==> src/rtl/param_code_detonator.sv <==
// Parametrised numeric-code detonator controller: edge-detected keypad capture,
// changeable BCD code, retry lockout and entry timeout in one synchronous FSM.
module param_code_detonator #(
  parameter int                  DIGITS      = 4,
  parameter logic [4*DIGITS-1:0] CODE_INIT   = 16'h2580,
  parameter int                  MAX_TRIES   = 3,
  parameter int                  BLINK_MAX   = 25_000_000,
  parameter int                  TIMEOUT_MAX = 250_000_000
) (
  input  logic                             clk,
  input  logic                             rst,
  input  logic                             wait_t,
  input  logic                             setup,
  input  logic                             ready,
  input  logic                             fire,
  input  logic                             sure,
  input  logic                             change,
  input  logic [9:0]                       key,
  output logic                             lt,
  output logic                             bt,
  output logic                             rt,
  output logic                             lb,
  output logic                             locked,
  output logic [$clog2(MAX_TRIES+1)-1:0]   tries_left,
  output logic [6:0]                       m_disp
);

  localparam int EW  = 4 * DIGITS;
  localparam int CW  = $clog2(DIGITS + 1);
  localparam int TW  = $clog2(MAX_TRIES + 1);
  localparam int BW  = $clog2(BLINK_MAX + 1);
  localparam int TOW = $clog2(TIMEOUT_MAX + 1);

  localparam logic [CW-1:0]  CNT_FULL   = CW'(DIGITS);
  localparam logic [TW-1:0]  TRIES_INIT = TW'(MAX_TRIES);
  localparam logic [BW-1:0]  BLINK_LAST = BW'(BLINK_MAX);
  localparam logic [TOW-1:0] TMO_LAST   = TOW'(TIMEOUT_MAX);

  typedef enum logic [2:0] {
    S_WAIT, S_READY, S_CHECK, S_OK, S_FIRE, S_ERROR, S_LOCK, S_NEWCODE
  } state_t;

  state_t         state;
  logic [EW-1:0]  code;
  logic [EW-1:0]  entry;
  logic [CW-1:0]  cnt;
  logic [9:0]     key_q;
  logic [9:0]     press;
  logic           key_ok;
  logic [3:0]     digit;
  logic [6:0]     seg;
  logic [TOW-1:0] tmo_cnt;
  logic [BW-1:0]  blink_cnt;
  logic           blink_q;
  logic           match;

  // A press counts only when exactly one new key edge appears this cycle.
  assign press  = key & ~key_q;
  assign key_ok = (press != '0) && ((press & (press - 10'd1)) == '0);

  always_comb begin
    digit = 4'd0;
    for (int i = 0; i < 10; i++)
      if (press[i]) digit = 4'(i);
  end

  always_comb begin
    case (digit)
      4'd0:    seg = 7'b0000001;
      4'd1:    seg = 7'b1001111;
      4'd2:    seg = 7'b0010010;
      4'd3:    seg = 7'b0000110;
      4'd4:    seg = 7'b1001100;
      4'd5:    seg = 7'b0100100;
      4'd6:    seg = 7'b0100000;
      4'd7:    seg = 7'b0001111;
      4'd8:    seg = 7'b0000000;
      4'd9:    seg = 7'b0000100;
      default: seg = 7'b1111111;
    endcase
  end

  assign lt     = (state == S_OK);
  assign bt     = (state == S_FIRE);
  assign locked = (state == S_LOCK);
  assign lb     = (state == S_ERROR) || locked;
  assign rt     = blink_q | locked;

  // Entry, timeout and blink registers default to cleared; only paths that
  // stay in an entry state or in ERROR carry them forward.
  always_ff @(posedge clk) begin
    if (rst) begin
      state      <= S_WAIT;
      code       <= CODE_INIT;
      tries_left <= TRIES_INIT;
      cnt        <= '0;
      entry      <= '0;
      key_q      <= '0;
      tmo_cnt    <= '0;
      blink_cnt  <= '0;
      blink_q    <= 1'b0;
      match      <= 1'b0;
      m_disp     <= 7'b1111111;
    end else begin
      key_q     <= key;
      cnt       <= '0;
      entry     <= '0;
      m_disp    <= 7'b1111111;
      tmo_cnt   <= '0;
      blink_cnt <= '0;
      blink_q   <= 1'b0;
      case (state)
        S_WAIT:
          if (fire)       state <= S_ERROR;
          else if (ready) state <= S_READY;
        S_READY, S_NEWCODE: begin
          if (fire)        state <= S_ERROR;
          else if (wait_t) state <= S_WAIT;
          else if (key_ok && cnt != CNT_FULL) begin
            cnt    <= cnt + 1'b1;
            entry  <= EW'({entry, digit});
            m_disp <= seg;
          end
          else if (key_ok) state <= S_ERROR;
          else if (sure && cnt == CNT_FULL) begin
            // entry is cleared on leaving, so the comparison is latched for CHECK
            if (state == S_READY) begin
              match <= (entry == code);
              state <= S_CHECK;
            end else begin
              code  <= entry;
              state <= S_WAIT;
            end
          end
          else if (sure)                 state <= S_ERROR;
          else if (tmo_cnt == TMO_LAST)  state <= S_WAIT;
          else begin
            cnt     <= cnt;
            entry   <= entry;
            m_disp  <= m_disp;
            tmo_cnt <= tmo_cnt + 1'b1;
          end
        end
        S_CHECK:
          if (match) begin
            state      <= S_OK;
            tries_left <= TRIES_INIT;
          end else if (tries_left == TW'(1)) begin
            state      <= S_LOCK;
            tries_left <= '0;
          end else begin
            state      <= S_ERROR;
            tries_left <= tries_left - 1'b1;
          end
        S_OK:
          if (fire)        state <= S_FIRE;
          else if (wait_t) state <= S_WAIT;
          else if (change) state <= S_NEWCODE;
        S_FIRE: state <= S_WAIT;
        S_ERROR:
          if (setup) state <= S_WAIT;
          else if (blink_cnt == BLINK_LAST) blink_q <= ~blink_q;
          else begin
            blink_cnt <= blink_cnt + 1'b1;
            blink_q   <= blink_q;
          end
        S_LOCK: ;
        default: state <= S_WAIT;
      endcase
    end
  end

endmodule
==> config.mk <==
export PLATFORM = sky130hd
export DESIGN_NAME = param_code_detonator
export DESIGN_NICKNAME = d
export VERILOG_FILES = /design/src/rtl/param_code_detonator.sv
export SDC_FILE = /design/constraint.sdc
export NUM_CORES = 1
export LEC_CHECK = 0
export BUFFER_PORTS_ARGS = -buffer_cell sky130_fd_sc_hd__buf_2
export CELL_PAD_IN_SITES_DETAIL_PLACEMENT = 0
export CELL_PAD_IN_SITES_GLOBAL_PLACEMENT = 2
export CORE_MARGIN = 8
export CORE_UTILIZATION = 41
export DETAILED_ROUTE_END_ITERATION = 8
export PLACE_DENSITY_LB_ADDON = 0.1
export SLEW_MARGIN = 20
export SYNTH_ARGS = -nofsm -noshare
export SYNTH_HDL_FRONTEND = slang
export SYNTH_SLANG_ARGS = --single-unit
export TNS_END_PERCENT = 10
==> constraint.sdc <==
create_clock -name clk -period 4.7 [get_ports clk]
set_input_delay 0.705 -clock clk [delete_from_list [all_inputs] [get_ports clk]]
set_output_delay 0.705 -clock clk [all_outputs]
set_load 0.01 [all_outputs]
== Yosys cells after proc, flatten, opt, wreduce, memory -nomap -nowiden ==
Memory sizes are Yosys's and may differ from the RTL's.
Cells that the tools add are included.
Storage, ports and cells
  latch bits: 0
  logic and storage cells: 106
  bits in read-only memories: 112
  memories: 1
  bits of input ports: 18
  register bits: 112
  memory bits (writable): 0
  output and inout port bits: 14
Memory list
  (name not given): words 16, bits a word 7, rd ports 1, clocked after memory_dff 0, wr ports 0, RTL line 68  | case (digit)
Operators by class
  equality and inequality tests: 18
  multipliers: 0
  magnitude comparators: 0
  add/subtract/negate cells: 5
  reduce and logical (&&, ||, !) cells: 17
  div/mod/pow operators: 0
  multiplexer cells: 42
  shift operators: 0
  bitwise operators: 12
Operators with widths (count)
  $mux W16: 5
  $mux W3: 18
  $mux W7: 5
  $mux W4: 8
  $add A28 B1 Y28 const B: 1
  $eq A28 B28 Y1 const B: 1
  $add A25 B1 Y25 const B: 1
  $eq A25 B25 Y1 const B: 1
  $and A10 B10 Y10: 2
  $pmux W3 S6: 1
  $eq A16 B16 Y1: 1
  $eq A3 B3 Y1 const B: 5
  $reduce_and A7 Y1: 2
  $logic_not A10 Y1: 1
  $not A10 Y10: 1
  $reduce_bool A10 Y1: 1
  $sub A10 B1 Y10 const B: 1
  $reduce_or A9 Y1: 1
  $mux W2: 4
  $ne A4 B4 Y1 const B: 2
  $not A1 Y1: 8
  $reduce_or A4 Y1: 2
  $ne A7 B7 Y1 const B: 1
  $eq A3 B2 Y1 const B: 2
  16 further kinds: 19

== Depth between registers and ports, before layout ==
Gate-level depths: netlist of run 1.
An unclocked memory read counts as a cell.
  depth in word-level cells: 13
  gate-level depth with buffers: 11
  gate-level depth less buffers: 11

== Worst setup path before layout of run 1 ==
Ideal clock, no wire load.
  kind: input to register
  start point: in key[1]
  end point: reg m_disp[3]
  path buffers: 0
  setup time: 141 ps
  slack: 2329 ps
  stages: 11
  required time: 4559 ps
  arrival time: 2230 ps
  cells stage by stage: nand2b_1 -> o21ai_0 -> a21o_1 -> a21bo_2 -> a21oi_1 -> inv_1 -> ha_1 -> nand2_1 -> o21ai_0 -> a21oi_1 -> o21ai_0
On the way
  longest elaborated chain between the ends: 12
  elaborated cells on any way between the ends: 20
  classes of those cells: 1 x add/sub; 11 x mux; 2 x bitwise; 5 x reduce/logical; 1 x memory
Ends and longest elaborated chain
  start, declared: RTL line 18  | input logic [9:0] key,
  $and A10 B10 Y10 *: RTL line 58  | assign press = key & ~key_q;
  $mux W1: RTL line 64  | if (press[i]) digit = 4'(i);
  $mux W4 (8 in a row): RTL line 64
  $mem_v2 Z16 W7
  $mux W7: RTL line 119  | else if (key_ok && cnt != CNT_FULL) begin
  end signal, assigned: RTL line 122  | m_disp <= seg;
  end signal, assigned: RTL line 140  | m_disp <= m_disp;
  end, declared: RTL line 25  | output logic [6:0] m_disp
Mark *: on every way between the ends. The rest lies on a longest branch, timed or not.
A chain may end at the register's enable or synchronous reset.

== Worst setup path after layout of run 1 ==
  start point: in key[6]
  end point: reg m_disp[2]
On the way
  longest elaborated chain between the ends: 7
  elaborated cells on any way between the ends: 15
  classes of those cells: 1 x add/sub; 6 x mux; 2 x bitwise; 5 x reduce/logical; 1 x memory
Ends and longest elaborated chain (RTL line)
  $and A10 B10 Y10 *: 58
  $sub A10 B1 Y10 or $mux W4 (tied branches): 59, 64
  $and A10 B10 Y10 or $mux W4 (tied branches): 59, 64
  $logic_not A10 Y1 or $mux W4 (tied branches): 59, 64
  $logic_and A1 B1 Y1 or $mux W4 (tied branches): 59, 64
  $logic_and A1 B1 Y1, or another cell as far along: 119
  $reduce_bool A5 Y1 (no source line) or $mux W7 (tied branches)
Marked as above.

==> out/metrics.json, run 1 <==
{
  "grt_use_total": {"value": 0.136},
  "clock_tree.buffer_depth": {"value": 2},
  "num-fill-cells": {"value": 1271},
  "mean_routed_wirelength_per_cell": {"value": 13.9, "unit": "um"},
  "max_slew_margin": {"value": 0.417},
  "outcome": {"value": "completed"},
  "yosysWarnings": {"value": 0},
  "core_area": {"value": 0.0126, "unit": "sq mm"},
  "post_detailed_route_via_to_cell_ratio": {"value": 5.07},
  "cp_delay_by_family_top": {"value": "compound AO/OA/AOI/OAI gates"},
  "grt_pass1_wl": {"value": 18.3, "unit": "mm"},
  "floorplan.initialDensity": {"value": 0.418},
  "arrival": {"value": 2.74, "unit": "ns"},
  "total_power": {"value": 1.85, "unit": "mW"},
  "htree_levels": {"value": 3},
  "cts_hold_buf": {"value": 0},
  "core.rowCount": {"value": 41},
  "place.gp.congestion": {"value": 0.783},
  "area.sequential": {"value": 0.00224, "unit": "sq mm"},
  "tritoncts.num_buffers": {"value": 9},
  "drc": {"value": 0},
  "synthesized_instance_count": {"value": 581},
  "postCtsSetupBuffers": {"value": 0},
  "worst_setup_hold_path_clk_slew": {"value": 0.08, "unit": "ns"},
  "timing.max_cap.violations": {"value": 0},
  "synth.distinct_cells": {"value": 63},
  "fin_worst_skew": {"value": 0.0115, "unit": "ns"},
  "grt-busiest-layer": {"value": "met2"},
  "power.sequential.fraction": {"value": 0.526},
  "placed_cells_incl_taps": {"value": 765},
  "timing.setup.critical_path_class": {"value": "in -> reg"},
  "multiInputGateArea": {"value": 0.00283, "unit": "sq mm"},
  "crit_path_max_fanout": {"value": 28},
  "pin_count": {"value": 32},
  "fp.dieW": {"value": 129, "unit": "um"},
  "yosys_most_used_dff": {"value": "sky130_fd_sc_hd__dfxtp_1"},
  "fin_area": {"value": 0.00580, "unit": "sq mm"},
  "timing.critical_path.required": {"value": 4.93, "unit": "ns"},
  "cts_resized": {"value": 0},
  "dr_total_vias": {"value": 3962},
  "slew_of_the_pin_with_the_lowest_slew_margin": {"value": 0.874, "unit": "ns"},
  "reported_net_switching_power": {"value": 0.473, "unit": "mW"},
  "tritoncts": {"value": "built"},
  "hpwl": {"value": 7.58, "unit": "mm"},
  "asyncSetResetFlopFracSynth": {"value": 0},
  "fin_setup_tns": {"value": 0, "unit": "ns"},
  "postSynthRegisterBits": {"value": 112},
  "fin_worst_hold_slack": {"value": 0.465, "unit": "ns"},
  "power.ir.vdd_worst": {"value": 0.227, "unit": "mV"},
  "grt_antenna_before_repair": {"value": 0},
  "hold_violations": {"value": 0},
  "drt_initial_violations": {"value": 153},
  "worst_setup_path_end_kind": {"value": "flop"},
  "p_sw_frac": {"value": 0.255},
  "timing.final.setup_violations": {"value": 0},
  "critical_path.cell_chain": {"value": "buf_2 > nand2b_2 > nand4_4 > o21a_1 > o2111ai_2 > and2_1 > nand2_2 > a2bb2oi_1"},
  "power.clock.fraction": {"value": 0.413},
  "die_h": {"value": 129, "unit": "um"},
  "leakagePower": {"value": 1.96, "unit": "nW"},
  "synth_sequential_area_ratio": {"value": 0.427},
  "drv_slew": {"value": 0},
  "instances_no_fill": {"value": 781},
  "die-area": {"value": 0.0167, "unit": "sq mm"},
  "use_met3": {"value": 0.0448},
  "layout-area-overhead-vs-synth": {"value": 10.4, "unit": "%"},
  "port_buffers": {"value": 31},
  "met2_usage": {"value": 0.213},
  "cp_slowest_cell": {"value": "sky130_fd_sc_hd__o2111ai_2"},
  "syn_area_per_cell": {"value": 9.03, "unit": "sq um"},
  "dpl_cell_area": {"value": 0.00550, "unit": "sq mm"},
  "power_density": {"value": 319, "unit": "mW/mm^2"},
  "critPathLaunchType": {"value": "input pin"},
  "crit_path_max_incr_delay": {"value": 0.50, "unit": "ns"},
  "max_clock_freq": {"value": 0.400, "unit": "GHz"},
  "min-delay-path-class": {"value": "reg -> reg"},
  "first_global_vias": {"value": 3822},
  "nets": {"value": 635},
  "global_route.overflow_total": {"value": 0},
  "p_comb_frac": {"value": 0.061},
  "post_route_cells_drive_above_1_share": {"value": 0.113},
  "grt_setup_unrepaired": {"value": "no"},
  "clkSinkCount": {"value": 112},
  "post-route-period-util": {"value": 0.532},
  "number_of_search_and_repair_iterations_in_the_first_detailed_routing_pass": {"value": 4},
  "internal_power": {"value": 1.38, "unit": "mW"},
  "library_cell_used_as_clock_root_buffer": {"value": "sky130_fd_sc_hd__clkbuf_16"},
  "synth_enable_flop_cells": {"value": 0},
  "clock_latency": {"value": 0.36, "unit": "ns"},
  "critical_path_buf_inv_count": {"value": 1},
  "final_antenna_net_count": {"value": 0},
  "diodes": {"value": 0},
  "groute.layer.met1.usage": {"value": 0.175},
  "final_period_minus_worst_setup_slack": {"value": 2.50, "unit": "ns"},
  "net_count_of_the_mapped_netlist": {"value": 612},
  "largest_net_degree_at_the_start_of_global_routing": {"value": 36},
  "syn_area": {"value": 0.00525, "unit": "sq mm"},
  "detail_route.wirelength": {"value": 10.8, "unit": "mm"}
}
==> sequential cells by signal, indices dropped and copies added (netlist names), 2 cells and up <==
name	cells
code	16
cnt	3
state	3
key_q	10
blink_cnt	25
entry	16
tmo_cnt	28
m_disp	7
tries_left	2
==> metal layers <==
metal | share of wire | vias up
met5 | 0 | -
met4 | 0.0081 | 0
met3 | 0.035 | 8
met2 | 0.46 | 44
met1 | 0.50 | 1869
li1 | - | 2041
==> logic make-up (layout without fill, tap and decap cells) <==
family / after synthesis / after routing / share of synthesized area
DFF: 112 / 112 / 0.427
buffers and inverters: 35 / 63 / 0.0336
and+or+nand+nor: 259 / 259 / 0.264
muxes: 16 / 16 / 0.0308
xor gates and xnor gates: 65 / 65 / 0.108
adders and majority gates: 13 / 13 / 0.0310
AOI/OAI and AO/OA: 81 / 81 / 0.105
==> metrics by stage <==
step                worst slack [ns]   util
finish                          2.20  0.461
floorplan                       2.33      -
global placement                1.83  0.438
CTS                             2.18  0.461
detailed placement              1.80  0.438
global route                    1.98  0.461
==> worst paths after layout <==
path              start         end  slack (ns)  cells after the start
min reg2reg  tmo_cnt[0]  tmo_cnt[0]        0.47                      1
max              key[6]   m_disp[2]        2.20                      8
min          tmo_cnt[0]  tmo_cnt[0]        0.47                      1
max reg2reg    key_q[4]   m_disp[2]        2.30                      7
==> synth_stat cells, types with 2 or more instances <==
master	n	area, sq um
sky130_fd_sc_hd__xor2_1	28	245
sky130_fd_sc_hd__nor4_1	6	37.5
sky130_fd_sc_hd__ha_1	13	163
sky130_fd_sc_hd__a31oi_1	5	31.3
sky130_fd_sc_hd__inv_1	16	60.1
sky130_fd_sc_hd__nor3_1	7	35.0
sky130_fd_sc_hd__o22ai_1	6	37.5
sky130_fd_sc_hd__o21a_1	2	15.0
sky130_fd_sc_hd__nand2b_1	11	68.8
sky130_fd_sc_hd__nor2_1	83	312
sky130_fd_sc_hd__buf_2	8	40.0
sky130_fd_sc_hd__nand2_2	2	12.5
sky130_fd_sc_hd__or2_2	2	12.5
sky130_fd_sc_hd__nand3_1	23	115
sky130_fd_sc_hd__dfxtp_1	112	2240
sky130_fd_sc_hd__xnor2_1	37	324
sky130_fd_sc_hd__a211o_1	5	43.8
sky130_fd_sc_hd__a21oi_1	18	90.1
sky130_fd_sc_hd__or3_1	4	25.0
sky130_fd_sc_hd__nor4b_1	4	35.0
sky130_fd_sc_hd__o21ai_0	16	80.1
sky130_fd_sc_hd__nand2b_2	4	35.0
sky130_fd_sc_hd__nand3b_1	2	15.0
sky130_fd_sc_hd__nand4_1	14	87.6
sky130_fd_sc_hd__and2_1	4	25.0
sky130_fd_sc_hd__nor2b_1	21	131
sky130_fd_sc_hd__and4_1	6	52.6
sky130_fd_sc_hd__nor2_4	3	33.8
sky130_fd_sc_hd__clkbuf_1	8	30.0
sky130_fd_sc_hd__a21boi_0	2	15.0
sky130_fd_sc_hd__a22o_1	16	140
sky130_fd_sc_hd__and3_1	10	62.6
sky130_fd_sc_hd__nand2_1	39	146
sky130_fd_sc_hd__mux2i_1	15	150
==> power by group through the flow <==
stage	sequential [mW]	clock (mW)	combinational, mW
detailed placement	0.995	0	0.113
finish	0.973	0.765	0.113
CTS	0.973	0.798	0.114
global placement	0.995	0	0.113
global route	0.975	0.840	0.126
floorplan	0.985	0	0.0895
==> cell type report <==
cell class,count,share of cell area
multi-input combinational,434,0.488
tap,172,0.0371
sequential,112,0.387
clock buffer,9,0.0389
timing repair buffer,31,0.0268
inverter,16,0.0104
clock inverter,7,0.0119
==> layout by cell type (no fill, tap or decap), drive strengths merged, types with 8 or more instances in the layout <==
master and n:
nand4 15, dfxtp 112, xor2 28, clkbuf 9, ha 13, nor2b 21, mux2i 15, a21oi 19
xnor2 37, a22o 16, inv 21, buf 31, nor3 8, o21ai 17, nand2 41, nand2b 15
nand3 23, nor2 87, and3 11
==> worst register-to-register path: stages, from the launching register on <==
cell and delay [ns]:
sky130_fd_sc_hd__dfxtp_1 0.32, sky130_fd_sc_hd__nand2b_2 0.15, sky130_fd_sc_hd__nand4_4 0.19, sky130_fd_sc_hd__o21a_1 0.24
sky130_fd_sc_hd__o2111ai_2 0.50, sky130_fd_sc_hd__and2_1 0.28, sky130_fd_sc_hd__nand2_2 0.36, sky130_fd_sc_hd__a2bb2oi_1 0.25
Power figures use the tool's default switching activity.
==> run 2, diff against run 1 <==
Settings changed: CORE_UTILIZATION 41 to 34.
Clock period 4.7 ns to 2 ns, I/O delays scaled along.
==> run 2 against run 1 <==
The flow now finishes with violations (negative setup slack). Critical path depth stayed put. Power is 140% higher. Global-route usage is 0.97 points lower. Critical endpoint is now state[0].
==> out/metrics.json, run 2 (synthesized netlist as in run 1, its figures left out) <==
{
  "cts_hold_buf": {"value": 0, "change": "unchanged"},
  "htree_levels": {"value": 3, "change": "unchanged"},
  "clock_latency": {"value": 0.36, "unit": "ns", "change": "about the same"},
  "fin_worst_skew": {"value": 0.00799, "unit": "ns", "change": "-0.00355 ns"},
  "hold_violations": {"value": 0, "change": "unchanged"},
  "post-route-period-util": {"value": 1.01},
  "total_power": {"value": 4.43, "unit": "mW", "change": "+140%"},
  "layout-area-overhead-vs-synth": {"value": 22.4, "unit": "%"},
  "largest_net_degree_at_the_start_of_global_routing": {"value": 31, "change": "-14%"},
  "post_route_cells_drive_above_1_share": {"value": 0.219, "change": "+0.105"},
  "floorplan.initialDensity": {"value": 0.346, "change": "-0.0711"},
  "largest_reg_flops": {"value": 28, "change": "unchanged"},
  "power_density": {"value": 689, "unit": "mW/mm^2", "change": "+120%"},
  "timing.setup.critical_path_class": {"value": "reg -> reg"},
  "fin_setup_tns": {"value": -0.0204, "unit": "ns", "change": "-0.0204 ns"},
  "leakagePower": {"value": 2.30, "unit": "nW", "change": "+18%"},
  "hpwl": {"value": 8.37, "unit": "mm", "change": "+10%"},
  "outcome": {"value": "complete, but fails checks"},
  "tritoncts.num_buffers": {"value": 9, "change": "unchanged"},
  "worst_setup_path_end_kind": {"value": "flop"},
  "number_of_search_and_repair_iterations_in_the_first_detailed_routing_pass": {"value": 4, "change": "unchanged"},
  "library_cell_used_as_clock_root_buffer": {"value": "sky130_fd_sc_hd__clkbuf_16"},
  "place.gp.congestion": {"value": 0.811, "change": "+3.5%"},
  "grt_setup_unrepaired": {"value": "yes"},
  "arrival": {"value": 2.26, "unit": "ns", "change": "-0.48 ns"},
  "global_route.overflow_total": {"value": 0, "change": "unchanged"},
  "dr_total_vias": {"value": 4176, "change": "+5.4%"},
  "port_buffers": {"value": 31, "change": "unchanged"},
  "final_antenna_net_count": {"value": 0, "change": "unchanged"},
  "post_detailed_route_via_to_cell_ratio": {"value": 4.88, "change": "-3.8%"},
  "r2r.worst_path.cells": {"value": 8, "change": "+1"},
  "timing.final.setup_violations": {"value": 3, "change": "+3"},
  "crit_path_max_fanout": {"value": 6, "change": "-79%"},
  "diodes": {"value": 0, "change": "unchanged"},
  "drv_slew": {"value": 0, "change": "unchanged"},
  "largest_registers": {"value": "tmo_cnt: 28 flops, blink_cnt: 25 flops"},
  "clkSinkCount": {"value": 112, "change": "unchanged"},
  "mean_routed_wirelength_per_cell": {"value": 13.8, "unit": "um", "change": "-0.68%"},
  "die-area": {"value": 0.0197, "unit": "sq mm", "change": "+18%"},
  "clock_tree.buffer_depth": {"value": 2, "change": "unchanged"},
  "dpl_cell_area": {"value": 0.00593, "unit": "sq mm", "change": "+7.8%"},
  "fin_area": {"value": 0.00642, "unit": "sq mm", "change": "+11%"},
  "grt_pass1_wl": {"value": 20.4, "unit": "mm", "change": "+11%"},
  "worst_slack": {"value": -0.0149, "unit": "ns", "change": "-2.21 ns"},
  "max_flop_register": {"value": "tmo_cnt"},
  "drt_initial_violations": {"value": 194, "change": "+27%"},
  "final_core_density": {"value": 0.424, "change": "-0.0370"},
  "power.ir.vdd_worst": {"value": 0.539, "unit": "mV", "change": "+140%"},
  "mostFrequentLayoutCell": {"value": "sky130_fd_sc_hd__dfxtp_1"},
  "timing.max_cap.violations": {"value": 0, "change": "unchanged"},
  "max_slew_margin": {"value": 0.526, "change": "+0.108"},
  "worst_setup_hold_path_clk_slew": {"value": 0.08, "unit": "ns", "change": "about the same"},
  "slew_of_the_pin_with_the_lowest_slew_margin": {"value": 0.704, "unit": "ns", "change": "-0.170 ns"},
  "detail_route.wirelength": {"value": 11.8, "unit": "mm", "change": "+8.9%"},
  "fp.dieW": {"value": 140, "unit": "um", "change": "+8.6%"},
  "drc": {"value": 0, "change": "unchanged"},
  "core.rowCount": {"value": 45, "change": "+9.8%"},
  "core_area": {"value": 0.0151, "unit": "sq mm", "change": "+21%"},
  "tritoncts": {"value": "built"},
  "final_cell_mix": {"value": "108 x sky130_fd_sc_hd__dfxtp_1, 83 x sky130_fd_sc_hd__nor2_1, 51 x sky130_fd_sc_hd__buf_4"},
  "max_clock_freq": {"value": 0.496, "unit": "GHz"},
  "timing.critical_path.required": {"value": 2.25, "unit": "ns", "change": "-2.68 ns"},
  "final_period_minus_worst_setup_slack": {"value": 2.01, "unit": "ns"},
  "min-delay-path-class": {"value": "in -> reg"},
  "die_h": {"value": 140, "unit": "um", "change": "+8.6%"},
  "violations_in_the_final_reports": {"value": "negative setup slack"},
  "grt_antenna_before_repair": {"value": 0, "change": "unchanged"},
  "instances_no_fill": {"value": 856, "change": "+9.6%"},
  "pin_count": {"value": 32, "change": "unchanged"},
  "nets": {"value": 694, "change": "+9.3%"},
  "critPathLaunchType": {"value": "flop"},
  "grt_use_total": {"value": 0.126, "change": "-0.00970"},
  "placed_cells_incl_taps": {"value": 832, "change": "+8.8%"},
  "first_global_vias": {"value": 4198, "change": "+9.8%"},
  "hold_path_depth": {"value": 3, "change": "+2"}
}
run 2: cell types whose count changed in the layout (fill, tap and decap cells not counted), sizes merged:
cell    before  now
buf         31   88
inv         21   20
clkinv       2    3
and3        11   13
run 2: layout make-up:
type                    count  area [sq um]
fillers                  1505          8720
multi-input cells         436          2960
flip-flops and latches    112          2250
repair buffers             88           632
well taps                 188           235
clock buffers               9           225
clock inverters             7          62.6
inverters                  16          60.1
run 2: layer usage:
layer | track usage | part of all wire
met3 | 0.0289 | 0.033
met1 | 0.159 | 0.49
met5 | 0 | 0
met2 | 0.209 | 0.47
met4 | 0.0411 | 0.014
run 2: worst paths after layout:
kind,startpoint,endpoint,slack [ns]
worst max register to register,key_q[6],state[0],-0.01
worst max-delay path,key_q[6],state[0],-0.01
worst min-delay path,key[9],key_q[9],0.18
worst min register to register,blink_cnt[0],blink_cnt[0],0.48
run 2: metrics by stage:
step / hold WS [ns] / setup slack [ns]
6_report: 0.185 / -0.0149
2_1_floorplan: 0.425 / 0.0167
3_5_place_dp: 0.469 / -0.208
3_3_place_gp: 0.469 / -0.141
5_1_grt: 0.180 / -0.146
4_1_cts: 0.166 / -0.0547
run 2: power breakdown:
part | switching (mW) | internal (mW) | total (mW)
Combinational | 0.208 | 0.178 | 0.386
Clock | 0.892 | 0.876 | 1.77
Sequential | 0.0233 | 2.25 | 2.27
Total | 1.12 | 3.30 | 4.43
run 2: what timing repair did:
item / CTS / global route
endpoints found under the hold margin: 0 / 0
pin swaps: 7 / 15
resized for setup: 12 / 20
setup endpoints to repair: 68 / 99
cloned: 1 / 1
setup buffers: 3 / 3
run 2: critical path, cell delays in order, from the launching register on:
cell	delay [ns]
sky130_fd_sc_hd__dfxtp_1	0.31
sky130_fd_sc_hd__nand2b_2	0.17
sky130_fd_sc_hd__nand4_4	0.13
sky130_fd_sc_hd__o21a_1	0.24
sky130_fd_sc_hd__o2111ai_4	0.31
sky130_fd_sc_hd__buf_6	0.15
sky130_fd_sc_hd__mux2i_2	0.20
sky130_fd_sc_hd__o21ai_2	0.10
sky130_fd_sc_hd__o31a_1	0.30
==> run 3, diff against run 2 <==
Settings changed: CORE_UTILIZATION 34 to 41.
Clock period 2 ns to 2.6 ns, I/O delays scaled along.
==> run 3 against run 2 <==
The flow now finishes without violations. Critical path depth fell by 1. Fmax fell by 10%. Flip-flop and latch count did not move. Register-to-register slack improved by 0.37 ns. Critical endpoint is now code[13]. First-iteration DRC count fell by 1.0%. Die area fell by 15%. Design area fell by 8.6%. Clock-buffer cell count rose by 1. Sequential share of layout area rose by 3.2 points. Non-clock buffer count fell by 46. Hold slack improved by 0.074 ns.
==> out/metrics.json, run 3 (synthesized netlist as in run 1, its figures left out) <==
{
  "outcome": {"value": "completed"},
  "drv_slew": {"value": 0, "change": "unchanged"},
  "drt_initial_violations": {"value": 192, "change": "-1.0%"},
  "core.rowCount": {"value": 41, "change": "-8.9%"},
  "detail_route.wirelength": {"value": 10.8, "unit": "mm", "change": "-8.5%"},
  "max_flop_register": {"value": "tmo_cnt"},
  "place.gp.congestion": {"value": 0.779, "change": "-3.9%"},
  "pin_count": {"value": 32, "change": "unchanged"},
  "timing.critical_path.required": {"value": 2.85, "unit": "ns", "change": "+0.60 ns"},
  "cp_slowest_cell": {"value": "sky130_fd_sc_hd__and3_4"},
  "power.ir.vdd_worst": {"value": 0.398, "unit": "mV", "change": "-26%"},
  "power.clock.fraction": {"value": 0.397, "change": "-0.002"},
  "power.sequential.fraction": {"value": 0.533, "change": "+0.019"},
  "fin_worst_skew": {"value": 0.00547, "unit": "ns", "change": "-0.00253 ns"},
  "p_sw_frac": {"value": 0.245, "change": "-0.00835"},
  "clock_tree.buffer_depth": {"value": 2, "change": "unchanged"},
  "post_route_cells_drive_above_1_share": {"value": 0.127, "change": "-0.0911"},
  "library_cell_used_as_clock_root_buffer": {"value": "sky130_fd_sc_hd__clkbuf_16"},
  "grt_setup_unrepaired": {"value": "no"},
  "worst_setup_path_end_kind": {"value": "flop"},
  "reported_net_switching_power": {"value": 0.804, "unit": "mW", "change": "-28%"},
  "mean_routed_wirelength_per_cell": {"value": 13.6, "unit": "um", "change": "-1.1%"},
  "final_cell_mix": {"value": "112 x sky130_fd_sc_hd__dfxtp_1, 83 x sky130_fd_sc_hd__nor2_1, 39 x sky130_fd_sc_hd__nand2_1"},
  "grt_use_total": {"value": 0.138, "change": "+0.0120"},
  "final_period_minus_worst_setup_slack": {"value": 2.25, "unit": "ns", "change": "+0.233 ns"},
  "crit_path_max_fanout": {"value": 20, "change": "+14"},
  "number_of_search_and_repair_iterations_in_the_first_detailed_routing_pass": {"value": 6, "change": "+2"},
  "diodes": {"value": 0, "change": "unchanged"},
  "clkSinkCount": {"value": 112, "change": "unchanged"},
  "slew_of_the_pin_with_the_lowest_slew_margin": {"value": 0.687, "unit": "ns", "change": "-0.0174 ns"},
  "max_clock_freq": {"value": 0.445, "unit": "GHz", "change": "-10%"},
  "die_h": {"value": 129, "unit": "um", "change": "-7.9%"},
  "fin_worst_hold_slack": {"value": 0.259, "unit": "ns", "change": "+0.0743 ns"},
  "num-fill-cells": {"value": 1269, "change": "-16%"},
  "hpwl": {"value": 7.67, "unit": "mm", "change": "-8.4%"},
  "timing.final.setup_violations": {"value": 0, "change": "-3"},
  "post_detailed_route_via_to_cell_ratio": {"value": 4.96, "change": "+1.8%"},
  "critical_path.cell_chain": {"value": "nand2b_2 > nand4_4 > o21a_1 > o2111ai_2 > and3_4 > nor2b_1 > a211o_1"},
  "p_comb_frac": {"value": 0.070, "change": "-0.017"},
  "timing.max_cap.violations": {"value": 0, "change": "unchanged"},
  "first_global_vias": {"value": 3870, "change": "-7.8%"},
  "leakagePower": {"value": 2.00, "unit": "nW", "change": "-13%"},
  "largest_net_degree_at_the_start_of_global_routing": {"value": 32, "change": "+3.2%"},
  "die-area": {"value": 0.0167, "unit": "sq mm", "change": "-15%"},
  "min-delay-path-class": {"value": "in -> reg"},
  "port_buffers": {"value": 31, "change": "unchanged"},
  "critPathLaunchType": {"value": "flop"},
  "nets": {"value": 646, "change": "-6.9%"},
  "internal_power": {"value": 2.48, "unit": "mW", "change": "-25%"},
  "timing.setup.critical_path_class": {"value": "reg -> reg"},
  "arrival": {"value": 2.50, "unit": "ns", "change": "+0.24 ns"},
  "grt_antenna_before_repair": {"value": 0, "change": "unchanged"},
  "dp_slack": {"value": 0.188, "unit": "ns", "change": "+0.396 ns"},
  "drc": {"value": 0, "change": "unchanged"},
  "final_antenna_net_count": {"value": 0, "change": "unchanged"},
  "regToRegSetupSlack": {"value": 0.35, "unit": "ns", "change": "+0.37 ns"},
  "largest_registers": {"value": "tmo_cnt: 28 flops, blink_cnt: 25 flops"},
  "clock_latency": {"value": 0.36, "unit": "ns", "change": "about the same"},
  "max_slew_margin": {"value": 0.537, "change": "+0.0117"},
  "cts_hold_buf": {"value": 0, "change": "unchanged"},
  "largest_reg_flops": {"value": 28, "change": "unchanged"},
  "critical_path_buf_inv_count": {"value": 0, "change": "-1"},
  "fp.dieW": {"value": 129, "unit": "um", "change": "-7.9%"},
  "power_density": {"value": 559, "unit": "mW/mm^2", "change": "-19%"},
  "fin_setup_tns": {"value": 0, "unit": "ns", "change": "+0.0204 ns"},
  "cts_resized": {"value": 0, "change": "-12"},
  "cp_delay_by_family_top": {"value": "simple AND/OR/NAND/NOR gates"},
  "core_area": {"value": 0.0126, "unit": "sq mm", "change": "-17%"},
  "global_route.overflow_total": {"value": 0, "change": "unchanged"},
  "crit_path_max_incr_delay": {"value": 0.48, "unit": "ns", "change": "+0.17 ns"},
  "worst_setup_hold_path_clk_slew": {"value": 0.07, "unit": "ns", "change": "about the same"},
  "mostFrequentLayoutCell": {"value": "sky130_fd_sc_hd__dfxtp_1"},
  "layout-area-overhead-vs-synth": {"value": 11.9, "unit": "%"},
  "tritoncts": {"value": "built"},
  "post-route-period-util": {"value": 0.865, "change": "-0.143"},
  "final_core_density": {"value": 0.467, "change": "+0.0431"},
  "postCtsSetupBuffers": {"value": 0, "change": "-3"},
  "dr_total_vias": {"value": 3932, "change": "-5.8%"},
  "tritoncts.num_buffers": {"value": 9, "change": "unchanged"},
  "floorplan.initialDensity": {"value": 0.418, "change": "+0.0711"},
  "htree_levels": {"value": 3, "change": "unchanged"},
  "worst_slack": {"value": 0.352, "unit": "ns", "change": "+0.367 ns"},
  "grt_pass1_wl": {"value": 18.5, "unit": "mm", "change": "-9.2%"},
  "hold_violations": {"value": 0, "change": "unchanged"}
}
run 3: final timing paths:
check / from / endpoint / cells after the start
worst max-delay path: key_q[4] / code[13] / 7
worst min-delay path: key[0] / key_q[0] / 2
worst max register to register: key_q[4] / code[13] / 7
worst min register to register: tmo_cnt[0] / tmo_cnt[0] / 1
run 3: stage by stage:
step / power, mW / instance area (sq um) / instances
after floorplan: 1.94 / 5250 / 581
after global placement: 2.02 / 5600 / 776
after detailed placement: 2.02 / 5600 / 776
after CTS: 3.35 / 5870 / 792
after global routing: 3.42 / 5870 / 792
final: 3.28 / 5870 / 792
run 3: cell type report:
cell class	count	area [sq um]	area share
inverter	16	60.1	0.0102
multi-input combinational	434	2830	0.482
tap	172	215	0.0367
clock buffer	10	229	0.0390
timing repair buffer	42	250	0.0426
clock inverter	6	46.3	0.00788
sequential	112	2240	0.382
run 3: power by group through the flow:
stage	clock network [mW]	logic [mW]	registers, mW
finish	1.30	0.229	1.75
detailed placement	0	0.230	1.79
global placement	0	0.230	1.79
CTS	1.37	0.232	1.75
global route	1.42	0.257	1.75
floorplan	0	0.162	1.78
run 3: layer usage:
metal / up-vias / global-route usage / routed length [um]
met5: - / 0 / 0
met3: 10 / 0.0456 / 347
li1: 2067 / - / -
met1: 1819 / 0.173 / 5320
met4: 0 / 0.0373 / 110
met2: 36 / 0.223 / 5000
run 3: worst register-to-register path, delay by kind of cell (launching register included):
family,cells,cell delay (ns)
and+or+nand+nor,4,0.93
AOI/OAI and AO/OA,3,0.90
DFF,1,0.32
